`src/rtl/ctrl_frame_injector.sv`:
```
// Injects one firmware-built control frame (<=64 B) into the switch header/body FIFOs.
// Latency: first body byte on the edge after send accept; header len-13 edges after accept.
// Backpressure: a full FIFO holds the current byte/header in place; nothing is lost or repeated.
//
// Ports:
//   clk, arst              - sole clock; asynchronous active-high reset
//   h_fifo_din/wren/full   - header FIFO write side (one 128-bit descriptor per frame)
//   b_fifo_din/wren/del/full - body FIFO write side (frame bytes 14..len-1, del on last)
//   iomem_*                - picosoc iomem slave: config/status register and 16-word frame buffer
module ctrl_frame_injector #(
    parameter logic [7:0] CFG_ADDR_HI   = 8'h15,
    parameter logic [7:0] DATA_ADDR_HI  = 8'h05,
    parameter int         HEADER_DWIDTH = 128
) (
    input  logic                     clk,
    input  logic                     arst,
    output logic [HEADER_DWIDTH-1:0] h_fifo_din,
    output logic                     h_fifo_wren,
    input  logic                     h_fifo_full,
    output logic [7:0]               b_fifo_din,
    output logic                     b_fifo_wren,
    output logic                     b_fifo_del,
    input  logic                     b_fifo_full,
    input  logic                     iomem_valid,
    output logic                     iomem_ready,
    input  logic [3:0]               iomem_wstrb,
    input  logic [31:0]              iomem_addr,
    input  logic [31:0]              iomem_wdata,
    output logic [31:0]              iomem_rdata
);

    localparam logic [1:0] S_IDLE   = 2'd0;
    localparam logic [1:0] S_BODY   = 2'd1;
    localparam logic [1:0] S_HEADER = 2'd2;
    localparam logic [1:0] S_DONE   = 2'd3;

    logic [1:0]   r_state;
    logic [5:0]   r_idx;       // byte index of the next body byte
    logic [6:0]   r_flen;      // frame length latched at send
    logic [6:0]   r_len;       // software-visible length register
    logic         r_len_err;
    logic         r_ready;
    logic [31:0]  r_rdata;
    logic [31:0]  r_buf [16];

    logic         w_busy;
    logic         w_req;
    logic         w_sel_cfg;
    logic         w_sel_dat;
    logic [3:0]   w_word;
    logic         w_send_req;
    logic         w_len_ok;
    logic         w_last;
    logic [31:0]  w_cfg_rd;
    logic [511:0] w_flat;
    logic [111:0] w_hdr_bytes;
    logic [127:0] w_hdr;
    logic [7:0]   w_byte;

    assign w_busy    = (r_state != S_IDLE);
    // !r_ready keeps a held request from decoding twice: ready is a one-cycle pulse.
    assign w_req     = iomem_valid && !r_ready;
    assign w_sel_cfg = w_req && (iomem_addr[31:24] == CFG_ADDR_HI);
    assign w_sel_dat = w_req && (iomem_addr[31:24] == DATA_ADDR_HI);
    assign w_word    = iomem_addr[5:2];

    // Send uses the length already in r_len, so a length write in the same access only
    // affects later sends.
    assign w_send_req = w_sel_cfg && iomem_wstrb[3] && iomem_wdata[30] && !w_busy;
    assign w_len_ok   = (r_len >= 7'd15) && (r_len <= 7'd64);

    assign w_cfg_rd = {w_busy, 1'b0, r_len_err, 22'd0, r_len};

    // Flat little-endian view of the buffer: frame byte n sits at w_flat[8n+7:8n].
    for (genvar g = 0; g < 16; g++) begin : g_flat
        assign w_flat[32*g +: 32] = r_buf[g];
    end

    // Header carries bytes 0..13 big-endian (byte 0 in the top byte).
    for (genvar g = 0; g < 14; g++) begin : g_hdr
        assign w_hdr_bytes[111-8*g -: 8] = w_flat[8*g +: 8];
    end

    assign w_hdr  = {1'b0, 4'd0, r_flen, 1'b1, 1'b1, 2'b00, w_hdr_bytes};
    assign w_byte = w_flat[{r_idx, 3'b000} +: 8];
    assign w_last = ({1'b0, r_idx} == (r_flen - 7'd1));

    assign b_fifo_wren = (r_state == S_BODY) && !b_fifo_full;
    assign b_fifo_din  = (r_state == S_BODY) ? w_byte : 8'd0;
    assign b_fifo_del  = b_fifo_wren && w_last;
    assign h_fifo_wren = (r_state == S_HEADER) && !h_fifo_full;
    assign h_fifo_din  = (r_state == S_HEADER) ? w_hdr : '0;

    assign iomem_ready = r_ready;
    assign iomem_rdata = r_rdata;

    // Frame buffer behaves as a RAM: no reset, so a frame survives a mid-send reset.
    // Writes are dropped while busy so the frame in flight cannot change.
    always_ff @(posedge clk) begin
        if (w_sel_dat && !w_busy) begin
            for (int b = 0; b < 4; b++) begin
                if (iomem_wstrb[b]) begin
                    r_buf[w_word][8*b +: 8] <= iomem_wdata[8*b +: 8];
                end
            end
        end
    end

    always_ff @(posedge clk or posedge arst) begin
        if (arst) begin
            r_state   <= S_IDLE;
            r_idx     <= 6'd0;
            r_flen    <= 7'd0;
            r_len     <= 7'd60;
            r_len_err <= 1'b0;
            r_ready   <= 1'b0;
            r_rdata   <= 32'd0;
        end else begin
            r_ready <= w_sel_cfg || w_sel_dat;
            if (w_sel_cfg) begin
                r_rdata <= w_cfg_rd;
            end else if (w_sel_dat) begin
                r_rdata <= r_buf[w_word];
            end

            if (w_sel_cfg && iomem_wstrb[0] && !w_busy) begin
                r_len <= iomem_wdata[6:0];
            end
            // Clear first; a rejected send in the same access sets the flag again.
            if (w_sel_cfg && iomem_wstrb[3] && iomem_wdata[29]) begin
                r_len_err <= 1'b0;
            end
            if (w_send_req && !w_len_ok) begin
                r_len_err <= 1'b1;
            end

            case (r_state)
                S_IDLE: begin
                    if (w_send_req && w_len_ok) begin
                        r_state <= S_BODY;
                        r_idx   <= 6'd14;
                        r_flen  <= r_len;
                    end
                end
                S_BODY: begin
                    if (b_fifo_wren) begin
                        r_idx <= r_idx + 6'd1;
                        if (w_last) begin
                            r_state <= S_HEADER;
                        end
                    end
                end
                S_HEADER: begin
                    if (h_fifo_wren) begin
                        r_state <= S_DONE;
                    end
                end
                S_DONE: begin
                    r_state <= S_IDLE;
                end
                default: begin
                    r_state <= S_IDLE;
                end
            endcase
        end
    end

endmodule

```
`config.mk`:
```
export PLATFORM = sky130hd
export DESIGN_NAME = ctrl_frame_injector
export DESIGN_NICKNAME = d
export VERILOG_FILES = /design/src/rtl/ctrl_frame_injector.sv
export SDC_FILE = /design/constraint.sdc
export NUM_CORES = 1
export LEC_CHECK = 0
export ABC_CLOCK_PERIOD_IN_PS = 5100
export BUFFER_PORTS_ARGS = -buffer_cell sky130_fd_sc_hd__buf_4
export CAP_MARGIN = 10
export CELL_PAD_IN_SITES_DETAIL_PLACEMENT = 1
export CELL_PAD_IN_SITES_GLOBAL_PLACEMENT = 1
export CORE_MARGIN = 4
export CORE_UTILIZATION = 25
export CTS_CLUSTER_SIZE = 40
export DETAILED_ROUTE_END_ITERATION = 6
export PLACE_DENSITY = 0.47
export SLEW_MARGIN = 5
export SYNTH_ARGS = -nofsm -noshare
export SYNTH_HDL_FRONTEND = slang
export SYNTH_SLANG_ARGS = --single-unit
```
`constraint.sdc`:
```
create_clock -name clk -period 5.1 [get_ports clk]
set_clock_uncertainty 0.05 [all_clocks]
set_input_delay 0.765 -clock clk [delete_from_list [all_inputs] [get_ports clk]]
set_output_delay 0.765 -clock clk [all_outputs]
set_load 0.02 [all_outputs]
```
== After elaboration in Yosys (flattened, before gate mapping) ==
Memory sizes are Yosys's and may differ from the RTL's.
Index checks and enable logic that the tools add are counted.

* Register bits: 56
* Bits in writable memories: 512
* Input port bits: 73
* Output and inout bits: 172
* Memories kept: 1

{| class="wikitable"
|+ Memory list
! name !! depth !! width !! read ports !! clocked after memory_dff !! wr ports !! line !! text
|-
| r_buf || 16 || 32 || 17 || 0 || 1 || 44 || <nowiki>logic [31:0] r_buf [16];</nowiki>
|}

* Add/subtract/negate cells: 2
* $lt $le $gt $ge: 2
* Equal/unequal tests: 10
* Shift operators: 1
* Mux-type cells: 26
* Reductions and logical operators: 30

{| class="wikitable"
|+ Operator list
! cell !! count
|-
| indexed part select 512 x 10 -> 8 bit || 1
|-
| two-way mux 123 bit || 1
|-
| two-way mux 32 bit || 2
|-
| logical AND 1 bit || 16
|-
| two-way mux 1 bit || 14
|-
| two-way mux 6 bit || 2
|-
| one-hot mux 6 bit (2 select lines) || 1
|-
| equality test 8 x 3 -> 1 bit (second input constant) || 1
|-
| equality test 8 x 5 -> 1 bit (second input constant) || 1
|-
| two-way mux 2 bit || 4
|-
| two-way mux 8 bit || 1
|-
| inequality test 2 bit (second input constant) || 4
|-
| one-hot mux 2 bit (4 select lines) || 1
|-
| nonzero test 2 bit || 4
|-
| equality test 6 x 7 -> 1 bit || 1
|-
| greater-or-equal comparator 7 x 4 -> 1 bit (second input constant) || 1
|-
| <= comparator 7 bit (second input constant) || 1
|-
| subtractor 7 x 1 -> 7 bit (second input constant) || 1
|-
| adder 6 x 1 -> 6 bit (second input constant) || 1
|-
| zero test 1 bit || 5
|-
| equality test 2 bit (second input constant) || 2
|-
| AND reduction 4 bit || 1
|-
| AND reduction 3 bit || 1
|-
| equality test 2 x 1 -> 1 bit (second input constant) || 1
|-
| other kinds (3) || 3
|}

== Logic depth before layout (Yosys ltp) ==
* Word-level depth: 9
* Mapped depth: 10

== Least setup slack after synthesis ==
Ideal clock, no wire load.

* Path kind: input port to flip-flop
* Start: input iomem_addr[29]
* End: memory r_buf[14][0] (enable)
* Setup time: 0.370 ns
* Arrival time: 2.483 ns
* Data required time: 4.680 ns
* Path slack: 2.197 ns
* Stages: 6
* Cell sequence: nor4b_2 -> nand3_1 -> nor3_1 -> nand2_1 -> clkbuf_1 -> nor2_1

* Word-level cells in the longest chain between the ends: 5

{| class="wikitable"
|+ Ends and longest elaborated chain
! what !! line !! text
|-
| start, declared || 27 || <nowiki>input logic [31:0] iomem_addr,</nowiki>
|-
| equality test 8 x 3 -> 1 bit || 64 || <nowiki>assign w_sel_dat = w_req && (iomem_addr[31:24] == DATA_ADDR_HI);</nowiki>
|-
| logical AND 1 bit || 64 ||
|-
| logical AND 1 bit || 100 || <nowiki>if (w_sel_dat && !w_busy) begin</nowiki>
|-
| two-way mux 1 bit || 100 ||
|-
| two-way mux 1 bit (not written as such) || 103 || <nowiki>r_buf[w_word][8*b +: 8] <= iomem_wdata[8*b +: 8];</nowiki>
|-
| end, declared || 44 ||
|}

Every way passes these cells.

== Worst setup path in the final report ==
* Start: register r_idx[0]
* End: output b_fifo_din[0]

* Word-level cells in the longest chain between the ends: 2

{| class="wikitable"
|+ Ends and longest elaborated chain
! what !! line !! text
|-
| start, declared || 38 || <nowiki>logic [5:0] r_idx;</nowiki>
|-
| start signal, assigned || 147 || <nowiki>r_idx <= r_idx + 6'd1;</nowiki>
|-
| indexed part select 512 x 10 -> 8 bit || 85 || <nowiki>assign w_byte = w_flat[{r_idx, 3'b000} +: 8];</nowiki>
|-
| two-way mux 8 bit || 89 || <nowiki>assign b_fifo_din = (r_state == S_BODY) ? w_byte : 8'd0;</nowiki>
|-
| end, declared || 20 || <nowiki>output logic [7:0] b_fifo_din,</nowiki>
|}

Every way passes these cells.

==> tab_implementation.tex <==
\begin{tabular}{lr}
\hline
Metric & Value \\
\hline
\multicolumn{2}{l}{\textbf{Setup path}} \\
Biggest fanout along the worst timing path & 35 \\
Source of the critical timing path & r\_idx[0] \\
End of the critical path & b\_fifo\_din[0] \\
Kind of end point of the critical path & output pin \\
Cell count along the critical path & 7 \\
Worst R2R Path Depth & 7 \\
Worst flop-to-flop path startpoint & iomem\_ready \\
Sort of element at the start of the critical path & flip-flop \\
Stage delay of the slowest cell on the critical path & 0.88 ns \\
Arrival @ worst endpoint & 3.81 ns \\
Required time worst endpoint & 4.28 ns \\
R2r endpoint & r\_buf[12][11] \\
Cell breakdown of the critical path & buf\_12 -> buf\_4 -> mux4\_2 -> mux4\_2 -> nand2\_1 -> a21oi\_1 -> buf\_4 \\
Kind of cell adding the most delay to the critical path & buffers and inverters \\
Internal reg-to-reg setup slack & 1.61 ns \\
Number of buffer and inverter stages on the critical path & 3 \\
Slowest stage cell on the critical path & sky130\_fd\_sc\_hd\_\_dfrtp\_4 \\
Worst Setup Path Type & flip-flop to output pin \\
\multicolumn{2}{l}{\textbf{STA}} \\
Final Max Slew Viols & 0 \\
Fmax achieved & 216 MHz \\
Worst slew slack as a fraction of its limit & 20.4\% \\
Final setup TNS & 0 ns \\
Setup repair after global routing missed its margin & no \\
Worst Max-Slew Pin Slew & 1.19 ns \\
Post-route fraction of the period consumed by the critical path & 90.7\% \\
Min Tclk post-route & 4.63 ns \\
Hold Slack & 0.229 ns \\
Setup-violating endpoint count in the final report & 0 \\
Final hold viol count & 0 \\
\multicolumn{2}{l}{\textbf{Floorplan}} \\
DIE AREA & 114000 µm² \\
Number of core rows & 120 \\
Number of ports placed on the die boundary & 245 \\
Die span in x & 338 µm \\
Die extent in y & 338 µm \\
Effective utilization at floorplan & 25.3\% \\
CORE AREA & 108000 µm² \\
\multicolumn{2}{l}{\textbf{Clock network}} \\
Hold-fix buffers at CTS & 0 \\
Root cell of the clock tree & sky130\_fd\_sc\_hd\_\_clkbuf\_16 \\
Post\_cts resized & 0 \\
Insertion delay of the later-clocked pin in the worst-skew pair & 0.63 ns \\
Level count of the clock H-tree & 3 \\
Clock transition at the registers of the reported paths & 0.06 ns \\
Maximum clock path buffer count & 3 \\
Clock sinks & 568 \\
Total CTS buffers & 66 \\
Count of buffers added by post-CTS timing repair for setup & 0 \\
Clock tree from TritonCTS & built \\
\multicolumn{2}{l}{\textbf{Synthesis}} \\
Number of cells produced by synthesis & 1508 \\
Cell type with the highest aggregate area in the netlist & sky130\_fd\_sc\_hd\_\_edfxtp\_1 \\
Unique masters post-synth & 58 \\
Number of enable flip-flop cells after synthesis & 512 \\
Synth Area per Inst & 18.1 µm² \\
Synth top area share & 56.4\% \\
Top cells by area, synth & sky130\_fd\_sc\_hd\_\_edfxtp\_1, sky130\_fd\_sc\_hd\_\_mux4\_2, sky130\_fd\_sc\_hd\_\_dfrtp\_1 \\
Sequential fraction of the synthesis area & 61.5\% \\
Post-synthesis cell area & 27300 µm² \\
Asr flop ratio synth & 9.86\% \\
Count of synthesis-stage warnings from yosys & 0 \\
Flip-flop and latch count after synthesis & 568 \\
Post-synth top flop & sky130\_fd\_sc\_hd\_\_edfxtp\_1 \\
\multicolumn{2}{l}{\textbf{Place}} \\
Placed instance count & 3074 \\
Global placement routability congestion & 0.862 \\
Port buffer count & 217 \\
HPWL after DPL & 83.0 mm \\
\multicolumn{2}{l}{\textbf{Power}} \\
Internal & 10000 µW \\
Cell leakage power & 0.0110 µW \\
Peak supply drop & 0.000284 V \\
Proportion of power drawn by flip-flops and latches & 36.2\% \\
Switch share & 32.3\% \\
Power share of the combinational group & 30.5\% \\
Overall Power & 14800 µW \\
Switching pwr & 4790 µW \\
Power density relative to cell area & 451 nW/µm² \\
Fraction of power consumed by the clock network & 33.3\% \\
\multicolumn{2}{l}{\textbf{Route}} \\
Antenna-violating nets left & 0 \\
Count of vias placed by the detailed router & 16600 \\
Total length of routed wires & 110 mm \\
Total iterations of the first detailed-routing run & 5 \\
Number of DRC violations after detailed-routing iteration 0 & 1693 \\
Detail-routed net length per standard cell & 34.5 µm \\
Vias per std cell & 5.20 \\
Count of unresolved DRC violations after routing & 0 \\
\multicolumn{2}{l}{\textbf{Global routing}} \\
Number of antenna violations at the first check in global routing & 11 \\
All-Layer GR Usage & 18.9\% \\
Met3 usage & 3.43\% \\
Global-route wire length before repair & 150 mm \\
Met1 track utilization from global routing & 26.7\% \\
Via count of the first global-routing pass & 17300 \\
Largest net degree at the start of global routing & 97 \\
Met2 layer usage reported by global route & 30.9\% \\
Gr busiest metal & met2 \\
Total congestion overflow after global routing & 0 \\
\multicolumn{2}{l}{\textbf{Cells and area}} \\
Fraction of layout instances using a drive strength above 1 & 39.2\% \\
Area added between synthesis and finish & 20.6\% \\
Post-route core utilization & 30.6\% \\
Nets & 1818 \\
Final Instance Count excl. Fillers & 3199 \\
\multicolumn{2}{l}{\textbf{Outcome}} \\
Status & finished clean \\
\multicolumn{2}{l}{\textbf{Flow run}} \\
Maximum Capacitance Violations & 0 \\
\multicolumn{2}{l}{\textbf{Worst hold path}} \\
Type of the tightest min-delay check & input pin to async pin \\
\hline
\end{tabular}
[cell usage in the layout, fill, tap and decap left out, drive strengths merged, types with 4 or more instances in the layout]
| cell type | Yosys | routed |
|---|---|---|
| a21oi | 41 | 41 |
| a22o | 23 | 23 |
| a31oi | 8 | 8 |
| and2 | 121 | 121 |
| buf | 69 | 276 |
| bufinv | 0 | 6 |
| clkbuf | 50 | 84 |
| clkinv | 0 | 27 |
| conb | 1 | 7 |
| dfrtp | 52 | 52 |
| dfstp | 4 | 4 |
| edfxtp | 512 | 512 |
| ha | 6 | 6 |
| inv | 13 | 17 |
| mux2 | 19 | 19 |
| mux2i | 60 | 60 |
| mux4 | 288 | 288 |
| nand2 | 29 | 29 |
| nand2b | 5 | 5 |
| nand3 | 12 | 12 |
| nor2 | 92 | 92 |
| nor2b | 8 | 8 |
| nor3 | 6 | 6 |
| nor4 | 5 | 5 |
| o211ai | 4 | 4 |
| o21ai | 24 | 24 |
| o221ai | 9 | 9 |
| o22ai | 10 | 10 |
| xnor2 | 4 | 4 |
[power groups by stage]
stage	sequential (µW)	combinational [µW]	clock, µW
6_report	5370	4520	4930
5_1_grt	5390	4790	5270
4_1_cts	5380	4580	5050
3_5_place_dp	5470	4560	0
3_3_place_gp	5470	4530	0
2_1_floorplan	5280	2930	0
[cell usage after synthesis (all sizes together), types with 5 or more instances]
library cell / number
a21oi: 41
a22o: 23
a31oi: 8
and2: 121
buf: 69
clkbuf: 50
dfrtp: 52
edfxtp: 512
ha: 6
inv: 13
mux2: 19
mux2i: 60
mux4: 288
nand2: 29
nand2b: 5
nand3: 12
nor2: 92
nor2b: 8
nor3: 6
nor4: 5
o21ai: 24
o221ai: 9
o22ai: 10
[how the worst min path moves through the flow]
stage,cells past startpoint,slack [ns],end
after detailed placement,1,0.45,iomem_rdata[17]
after floorplan,2,0.42,r_len_err
final,2,0.23,iomem_rdata[13]
after global placement,1,0.45,iomem_rdata[18]
after CTS,2,0.23,iomem_rdata[13]
after global routing,2,0.27,iomem_rdata[11]
[final cells by class]
class	instances	area, µm²
clock inverters	38	375
flip-flops and latches	568	16800
clock buffers	84	1880
multi-input cells	814	9880
well taps	1403	1760
inverters	13	48.8
fillers	11000	74800
diodes	3	7.51
repair buffers	276	2170
[stage by stage]
stage          area [µm²]  setup WS (ns)
2_1_floorplan       27300           2.20
3_3_place_gp        30600           1.14
3_5_place_dp        30600          0.993
4_1_cts             32900          0.465
5_1_grt             32900          0.380
6_report            32900          0.473
[worst register-to-register path: cells and delay by family, from the launching register on]
| family | cells | cell delay, ns |
|---|---|---|
| buf+inv | 2 | 0.51 |
| simple gates | 5 | 2.17 |
| flops | 1 | 0.39 |
[routing by layer]
layer  part of all wire, %  routed length, µm
met5                 0.024                 27
met4                   1.3               1420
met3                   6.3               6920
met2                    48              53100
met1                    44              49000
[sequential cells by signal, indices dropped and copies added, names as in the netlist]
register     count
r_idx            6
iomem_ready      1
r_len_err        1
r_state          2
iomem_rdata     32
r_buf          512
r_flen           7
r_len            7
[logic make-up after synthesis]
kind of cell    share of synthesized area [%]
compound gates                           3.24
xor+xnor                                0.193
fa+ha+maj                               0.275
buf+inv                                  2.41
flops                                    61.5
mux                                      26.8
other cells                            0.0137
simple gates                             5.60
Note: power is estimated with default switching activity, not from simulation.
